**config.mk**
```make
export PLATFORM = sky130hd
export DESIGN_NAME = counter_updown_mod_flat
export DESIGN_NICKNAME = d
export VERILOG_FILES = /design/src/rtl/counter_updown_mod_pkg.sv /design/src/rtl/counter_updown_mod_if.sv /design/src/rtl/counter_updown_mod_tick.sv /design/src/rtl/counter_updown_mod.sv /design/src/flat_wrapper.sv
export SDC_FILE = /design/constraint.sdc
export NUM_CORES = 1
export LEC_CHECK = 0
export ABC_CLOCK_PERIOD_IN_PS = 1200
export CAP_MARGIN = 40
export CORE_AREA = 2 2 39 41
export CTS_CLUSTER_SIZE = 24
export DETAILED_ROUTE_END_ITERATION = 8
export DIE_AREA = 0 0 41 43
export GPL_ROUTABILITY_DRIVEN = 0
export HOLD_SLACK_MARGIN = 0.06
export SLEW_MARGIN = 5
export SYNTH_ARGS = -nofsm -noshare
export SYNTH_HDL_FRONTEND = slang
export SYNTH_SLANG_ARGS = --single-unit
```
**constraint.sdc**
```tcl
create_clock -name clk -period 1.2 [get_ports clk]
set_input_delay 0.24 -clock clk [delete_from_list [all_inputs] [get_ports clk]]
set_output_delay 0.24 -clock clk [all_outputs]
set_load 0.005 [all_outputs]
```
**src/rtl/counter_updown_mod_pkg.sv**
```systemverilog
// Shared definitions for the up/down modulo counter family: mode encodings
// and a constant log2 helper used to size the prescaler.
package counter_pkg;

  localparam int CNT_WRAP = 0;
  localparam int CNT_SAT  = 1;

  function automatic int unsigned clog2(input int unsigned v);
    int unsigned r;
    r = 0;
    while ((64'd1 << r) < 64'(v)) r++;
    return r;
  endfunction

endpackage

```
**src/rtl/counter_updown_mod_if.sv**
```systemverilog
// Control/status bundle between a counter user (master) and the counter (slave).
interface counter_updown_mod_if #(
  parameter int WIDTH = 4
);

  logic             clr;
  logic             load;
  logic [WIDTH-1:0] load_val;
  logic             en;
  logic             up;
  logic [WIDTH-1:0] count;
  logic             tc;
  logic             wrap;

  modport master (output clr, load, load_val, en, up, input count, tc, wrap);
  modport slave  (input clr, load, load_val, en, up, output count, tc, wrap);

endinterface

```
**src/rtl/counter_updown_mod_tick.sv**
```systemverilog
// Enable prescaler: emits a one-cycle step every PRESCALE enabled cycles;
// collapses to step = en when PRESCALE == 1.
module tick_prescaler
  import counter_pkg::*;
#(
  parameter int PRESCALE = 1
) (
  input  logic clk,
  input  logic rst_n,
  input  logic clr,
  input  logic en,
  output logic step
);

  if (PRESCALE <= 1) begin : g_bypass
    logic unused_presc;
    assign unused_presc = clk ^ rst_n ^ clr;
    assign step = en;
  end else begin : g_div
    localparam int unsigned    PW   = clog2(PRESCALE);
    localparam logic [PW-1:0] LAST = PW'(PRESCALE - 1);

    logic [PW-1:0] presc_q;

    assign step = en && (presc_q == LAST);

    always_ff @(posedge clk or negedge rst_n) begin
      if (!rst_n) begin
        presc_q <= '0;
      end else if (clr) begin
        presc_q <= '0;
      end else if (en) begin
        presc_q <= step ? '0 : presc_q + PW'(1);
      end
    end
  end

endmodule

```
**src/rtl/counter_updown_mod.sv**
```systemverilog
// Parametrised up/down modulo counter with prescaled enable, sync clear/load,
// wrap or saturate at the range ends, combinational terminal count and wrap pulse.
module counter_updown_mod
  import counter_pkg::*;
#(
  parameter int WIDTH    = 4,
  parameter int MODULUS  = 10,
  parameter int PRESCALE = 1,
  parameter int SATURATE = CNT_WRAP
) (
  input  logic                 clk,
  input  logic                 rst_n,
  counter_updown_mod_if.slave  bus
);

  if (WIDTH < 1) begin : g_chk_width
    $error("counter_updown_mod: WIDTH must be >= 1");
  end
  if (MODULUS < 2 || MODULUS > (1 << WIDTH)) begin : g_chk_mod
    $error("counter_updown_mod: MODULUS must be in 2..2**WIDTH");
  end
  if (PRESCALE < 1) begin : g_chk_presc
    $error("counter_updown_mod: PRESCALE must be >= 1");
  end

  // Range limits kept one bit wider so MODULUS == 2**WIDTH is representable.
  localparam logic [WIDTH:0] TOP  = (WIDTH+1)'(MODULUS - 1);
  localparam logic [WIDTH:0] MODV = (WIDTH+1)'(MODULUS);

  logic [WIDTH-1:0] count_q, count_d;
  logic             wrap_q, wrap_d;
  logic             sat_q, sat_d;
  logic             step, at_top, at_bot, at_end;
  logic [WIDTH:0]   cnt_x, load_x;

  tick_prescaler #(.PRESCALE(PRESCALE)) u_presc (
    .clk   (clk),
    .rst_n (rst_n),
    .clr   (bus.clr | bus.load),
    .en    (bus.en),
    .step  (step)
  );

  assign cnt_x  = {1'b0, count_q};
  assign load_x = {1'b0, bus.load_val};
  assign at_top = (cnt_x == TOP);
  assign at_bot = (cnt_x == '0);
  assign at_end = bus.up ? at_top : at_bot;

  // sat_q remembers that the count is parked at a saturation end, so only the
  // first held step reports a saturation hit on wrap.
  always_comb begin
    count_d = count_q;
    wrap_d  = 1'b0;
    sat_d   = sat_q;
    if (bus.clr) begin
      count_d = '0;
      sat_d   = 1'b0;
    end else if (bus.load) begin
      count_d = (load_x >= MODV) ? TOP[WIDTH-1:0] : bus.load_val;
      sat_d   = 1'b0;
    end else if (step) begin
      if (at_end) begin
        if (SATURATE == CNT_SAT) begin
          wrap_d = !sat_q;
          sat_d  = 1'b1;
        end else begin
          wrap_d  = 1'b1;
          count_d = bus.up ? '0 : TOP[WIDTH-1:0];
        end
      end else begin
        count_d = bus.up ? count_q + WIDTH'(1) : count_q - WIDTH'(1);
        sat_d   = 1'b0;
      end
    end
  end

  always_ff @(posedge clk or negedge rst_n) begin
    if (!rst_n) begin
      count_q <= '0;
      wrap_q  <= 1'b0;
      sat_q   <= 1'b0;
    end else begin
      count_q <= count_d;
      wrap_q  <= wrap_d;
      sat_q   <= sat_d;
    end
  end

  assign bus.count = count_q;
  assign bus.wrap  = wrap_q;
  assign bus.tc    = rst_n & step & at_end;

endmodule
```
**src/flat_wrapper.sv**
```systemverilog
// flat-port wrapper written by rule: the top's interface ports become plain ports
module counter_updown_mod_flat import counter_pkg::*;
#(
  parameter int WIDTH    = 4,
  parameter int MODULUS  = 10,
  parameter int PRESCALE = 1,
  parameter int SATURATE = CNT_WRAP
)
  (clk, rst_n, bus_clr, bus_load, bus_load_val, bus_en, bus_up, bus_count, bus_tc, bus_wrap);
  counter_updown_mod_if #(.WIDTH(WIDTH)) bus_i ();
  input  logic clk;
  input  logic rst_n;
  input wire logic [$bits(bus_i.clr)-1:0] bus_clr;
  input wire logic [$bits(bus_i.load)-1:0] bus_load;
  input wire logic [$bits(bus_i.load_val)-1:0] bus_load_val;
  input wire logic [$bits(bus_i.en)-1:0] bus_en;
  input wire logic [$bits(bus_i.up)-1:0] bus_up;
  output wire logic [$bits(bus_i.count)-1:0] bus_count;
  output wire logic [$bits(bus_i.tc)-1:0] bus_tc;
  output wire logic [$bits(bus_i.wrap)-1:0] bus_wrap;
  assign bus_i.clr = bus_clr;
  assign bus_i.load = bus_load;
  assign bus_i.load_val = bus_load_val;
  assign bus_i.en = bus_en;
  assign bus_i.up = bus_up;
  assign bus_count = bus_i.count;
  assign bus_tc = bus_i.tc;
  assign bus_wrap = bus_i.wrap;
  counter_updown_mod #(.WIDTH(WIDTH), .MODULUS(MODULUS), .PRESCALE(PRESCALE), .SATURATE(SATURATE)) u_core (.clk(clk), .rst_n(rst_n), .bus(bus_i));
endmodule
```
Word-level counts from Yosys, hierarchy flattened

Index checks and enable logic that the tools add are counted.

Register bits: 5
Logic and storage cells: 22
Output and inout port bits: 6

Mux-type cells: 12
Magnitude comparators: 1
$add $sub $neg: 2
Eq/ne operators: 1
Bitwise logic cells: 2
Reduce and logical (&&, ||, !) cells: 2

Operator list:

| cell                                                                | number |
|---|---|
| 4-bit two-way mux                                                   | 7 |
| 5-bit zero test                                                     | 1 |
| 1-bit two-way mux                                                   | 5 |
| 4-bit by 1-bit adder with 4-bit output (second input constant)      | 1 |
| 4-bit equality test (second input constant)                         | 1 |
| 4-bit >= comparator (second input constant)                         | 1 |
| 4-bit by 1-bit subtractor with 4-bit output (second input constant) | 1 |
| 3-bit nonzero test                                                  | 1 |
| 1-bit bitwise AND                                                   | 2 |

Depth between registers and ports, before layout

Depth in word-level cells: 6
Mapped depth: 6

Cells and area by module

From an unflattened synthesis, not the netlist that was laid out.

Cells, all modules: 53
Area total of the unflattened synthesis: 445.4 µm²

By module, submodules not included:

| module             | times used | cells an instance | area each (µm²) | sequential area each (µm²) |
|---|---|---|---|---|
| counter_updown_mod | 1          | 52                | 437.9           | 125.1 |
| tick_prescaler     | 1          | 1                 | 7.5             | 0.0 |

Worst setup path after synthesis

No wires, ideal clock.

Path kind: reg-to-reg
Start point: register u_core.count_q[0] (netlist: u_core.bus.count[0])
End point: register u_core.count_q[2] (netlist: u_core.bus.count[2])
Cell stages (with the launch flop): 6
Setup time: 0.077 ns
Data arrival time: 1.299 ns
Setup slack: -0.176 ns
Required time: 1.123 ns
Cell sequence: dfrtp_1 inv_1 fa_1 xnor2_1 nand3_1 a21oi_1

Word-level cells in the longest chain between the ends: 6

RTL lines:

| item                                                                | line                                               | RTL |
|---|---|---|
| start: declaration                                                  | counter_updown_mod.sv:30                           | `logic [WIDTH-1:0] count_q, count_d;` |
| start signal: assignment                                            | counter_updown_mod.sv:84                           | `count_q <= count_d;` |
| 4-bit by 1-bit subtractor with 4-bit output (tied with other cells) | counter_updown_mod.sv:72                           | `count_d = bus.up ? count_q + WIDTH'(1) : count_q - WIDTH'(1);` |
| 4-bit two-way mux / 1-bit two-way mux (equally long branches)       | counter_updown_mod.sv:72, counter_updown_mod.sv:48 |  |
| 4-bit two-way mux *                                                 | counter_updown_mod.sv:63                           | `if (at_end) begin` |
| 4-bit two-way mux *                                                 | counter_updown_mod.sv:62                           | `end else if (step) begin` |
| 4-bit two-way mux *                                                 | counter_updown_mod.sv:59                           | `end else if (bus.load) begin` |
| 4-bit two-way mux *                                                 | counter_updown_mod.sv:56                           | `if (bus.clr) begin` |

Every way passes the cells marked *; elsewhere a longest branch is shown, timed or not. The select of a mux whose other input is x is not followed.
A chain may end at the register's enable or synchronous reset.

Worst setup path in the final report

Start point: register u_core.count_q[0] (netlist: u_core.bus.count[0])
End point: output bus_tc

Word-level cells in the longest chain between the ends: 3

RTL lines:

| item                                                          | line                                               | RTL |
|---|---|---|
| 4-bit equality test / 5-bit zero test (equally long branches) | counter_updown_mod.sv:46, counter_updown_mod.sv:47 |  |
| 1-bit two-way mux *                                           | counter_updown_mod.sv:48                           | `assign at_end = bus.up ? at_top : at_bot;` |
| 1-bit bitwise AND *                                           | counter_updown_mod.sv:92                           | `assign bus.tc = rst_n & step & at_end;` |
| end: declaration                                              | flat_wrapper.sv:19                                 | `output wire logic [$bits(bus_i.tc)-1:0] bus_tc;` |

Every way passes the cells marked *; elsewhere a longest branch is shown, timed or not.

==> impl_metrics.json <==
{
  "yosysTopAreaCell": "dfrtp_1",
  "cp_top_family": "flip-flops",
  "rsz0062_at_grt": "true",
  "ys_warn_count": 0,
  "drv_slew": 0,
  "cts_made_buffers": 3,
  "io_pins": 16,
  "wl_per_cell_um": 12.9,
  "fill_cells": 117,
  "worst_pin_slew_ps": 228,
  "finalSetupViolCount": 6,
  "die_y_um": 43,
  "totalWireLength_mm": 1.42,
  "yosys.area_share.simple_pct": 24.9,
  "ant_nets": 0,
  "grt_pass1_wl_mm": 2.57,
  "ir_drop_mv": 0.605,
  "fin_ws_ps": -289,
  "grtUsageMet2_pct": 34.7,
  "clkTransAtPathRegs_ps": 50,
  "slew_headroom_pct": 84.8,
  "netlist_area_um2": 432,
  "use_met1_pct": 26.7,
  "core_area_um2": 1380,
  "period_needed_ps": 1490,
  "grt_start_max_net_pins": 8,
  "p_leak_nw": 0.444,
  "cts_root_buffer": "clkbuf_4",
  "cts_tree": "done",
  "synthCells": 51,
  "synth_compound_area_share_pct": 23.5,
  "ctsHtreeMaxLevel": 1,
  "initial_core_util_pct": 31.2,
  "hold_buffers": 0,
  "place_hpwl_um": 931,
  "gr-total-overflow": 0,
  "critPathKind": "flip-flop to output pin",
  "die_w_um": 41,
  "grtUsageMet3_pct": 7.85,
  "synth_top_area_share_pct": 29.0,
  "slowest_delay_ps": 410,
  "design_area_um2": 912,
  "diodes": 0,
  "ys_seq_area_share_pct": 29.0,
  "crit_slowest_cell": "dfrtp_1",
  "final_cell_mix": "buf_4 (14), buf_6 (13), clkdlybuf4s50_1 (8)",
  "placed_area_um2": 724,
  "area_growth_pct": 111,
  "crit_chain": "and3_1 > o21ai_2 > nor2_1 > buf_2",
  "clockBufferDepth": 2,
  "drv_cap": 0,
  "final_cells": 110,
  "synth_cell_type_count": 26,
  "drive_gt1_share_pct": 53.2,
  "dr_total_vias": 543,
  "synthMuxAreaShare_pct": 0,
  "cp-start-kind": "flip-flop",
  "drtPass1Iterations": 2,
  "grt_usage_pct": 22.9,
  "cp-end-kind": "output pin",
  "busiest_layer": "met2",
  "port_buffers": 15,
  "dpl.cell_count": 96,
  "grt_pass1_vias": 578,
  "syn_nets": 64,
  "required_ps": 960,
  "skew_ps": 6.10,
  "std_cell_rows": 14,
  "whs_ps": 293,
  "drc": 0,
  "clkSinkCount": 5,
  "viasPerCell": 4.94,
  "worstSkewPairLatency_ps": 250,
  "timing.final.crit_share_pct": 124,
  "synthTopCellsByArea": "dfrtp_1 (29%), o211a_1 (7.0%), ha_1 (5.8%)",
  "fmax_mhz": 672,
  "hold_violations": 0,
  "dp_slack_ps": -716,
  "synth_xor_area_share_pct": 4.06,
  "synth_top_family_by_area": "simple AND/OR/NAND/NOR gates",
  "nets": 108,
  "final_common_cell": "buf_4",
  "synth_seq_cells": 5,
  "avgSynthCellArea_um2": 8.46,
  "path_buf_inv": 1,
  "regArea_um2": 125,
  "finish.utilization_pct": 65.9,
  "antenna_found_initial": 0,
  "worstPathMaxFanout": 3,
  "violations": "setup timing",
  "hold_path.class": "input port to asynchronous set/reset pin",
  "synthAdderAreaFrac_pct": 10.4,
  "multi_input_area_um2": 349,
  "cp.arrival_ps": 1250,
  "dr.first_iter.drc_count": 1,
  "fp.dieArea_um2": 1760,
  "status": "finished, violations left",
  "power_density_nw_per_um2": 829
}
[flip-flops by register name, indices dropped and copies added (netlist names)]
signal            flops
u_core.bus.count      4
u_core.bus.wrap       1
[Yosys cell counts]
master / instances
a211o_1: 1
a21oi_1: 4
a22oi_1: 1
a311oi_1: 1
a31oi_1: 2
and2b_1: 1
and3_1: 1
buf_2: 1
buf_6: 1
dfrtp_1: 5
fa_1: 1
ha_1: 2
inv_1: 5
nand2_1: 1
nand2b_1: 2
nand3_1: 3
nand3b_1: 1
nand4_1: 1
nor2_1: 5
nor3_1: 3
nor3b_1: 2
o211a_1: 3
o21ai_0: 1
o21ai_2: 1
xnor2_1: 1
xor2_1: 1
[power breakdown]
group / internal (mW) / total, mW / switching, mW
Combinational: 0.217 / 0.363 / 0.145
Clock: 0.126 / 0.201 / 0.0750
Sequential: 0.181 / 0.192 / 0.0114
[metal layers]
layer | vias up | wire [µm]
li1 | 269 | -
met1 | 250 | 540
met2 | 18 | 742
met3 | 6 | 78
met4 | 0 | 54
met5 | - | 0
[kinds of logic after synthesis]
group                      after synthesis
DFF                                      5
and+or+nand+nor                         20
xor gates and xnor gates                 2
AOI/OAI and AO/OA                       14
buffers and inverters                    7
adders and majority gates                3
[stage by stage]
stage | power, mW | TNS, ps
floorplan | 0.306 | -117
finish | 0.756 | -1530
global route | 0.811 | -1900
CTS | 0.747 | -1220
global placement | 0.447 | -2940
detailed placement | 0.448 | -3000
[cell type report]
type	instances	share of cell area, %
flip-flops and latches	5	13.7
clock buffers	4	2.88
repair buffers	41	40.6
inverters	5	2.33
well taps	16	2.19
multi-input cells	39	38.3
[worst register-to-register path, stage by stage, from the launching register on]
cell and delay (ps):
dfrtp_1 410, buf_6 140, buf_6 110, inv_4 40
fa_2 420, nand3b_1 170, a21oi_1 130
[path summary, 6_finish.rpt]
path                                                 start                         endpoint  slack (ps)  cells after the start
max                        u_core.bus.count[0]$_DFFE_PN0P_                           bus_tc        -290                      4
min                                                  rst_n  u_core.bus.count[3]$_DFFE_PN0P_         290                      2
max reg2reg                u_core.bus.count[0]$_DFFE_PN0P_  u_core.bus.count[1]$_DFFE_PN0P_        -290                      6
min reg2reg                u_core.bus.count[2]$_DFFE_PN0P_        u_core.bus.wrap$_DFF_PN0_         700                      4
max in group asynchronous                            rst_n  u_core.bus.count[0]$_DFFE_PN0P_         790                      2
min in group clk                           bus_load_val[0]  u_core.bus.count[0]$_DFFE_PN0P_         550                      3
[what timing repair did]
action                     CTS  global route
pin swaps                   14             9
setup endpoints to repair   10             8
resized for setup           44             5
setup buffers               11             3
Power figures use the tool's default switching activity.
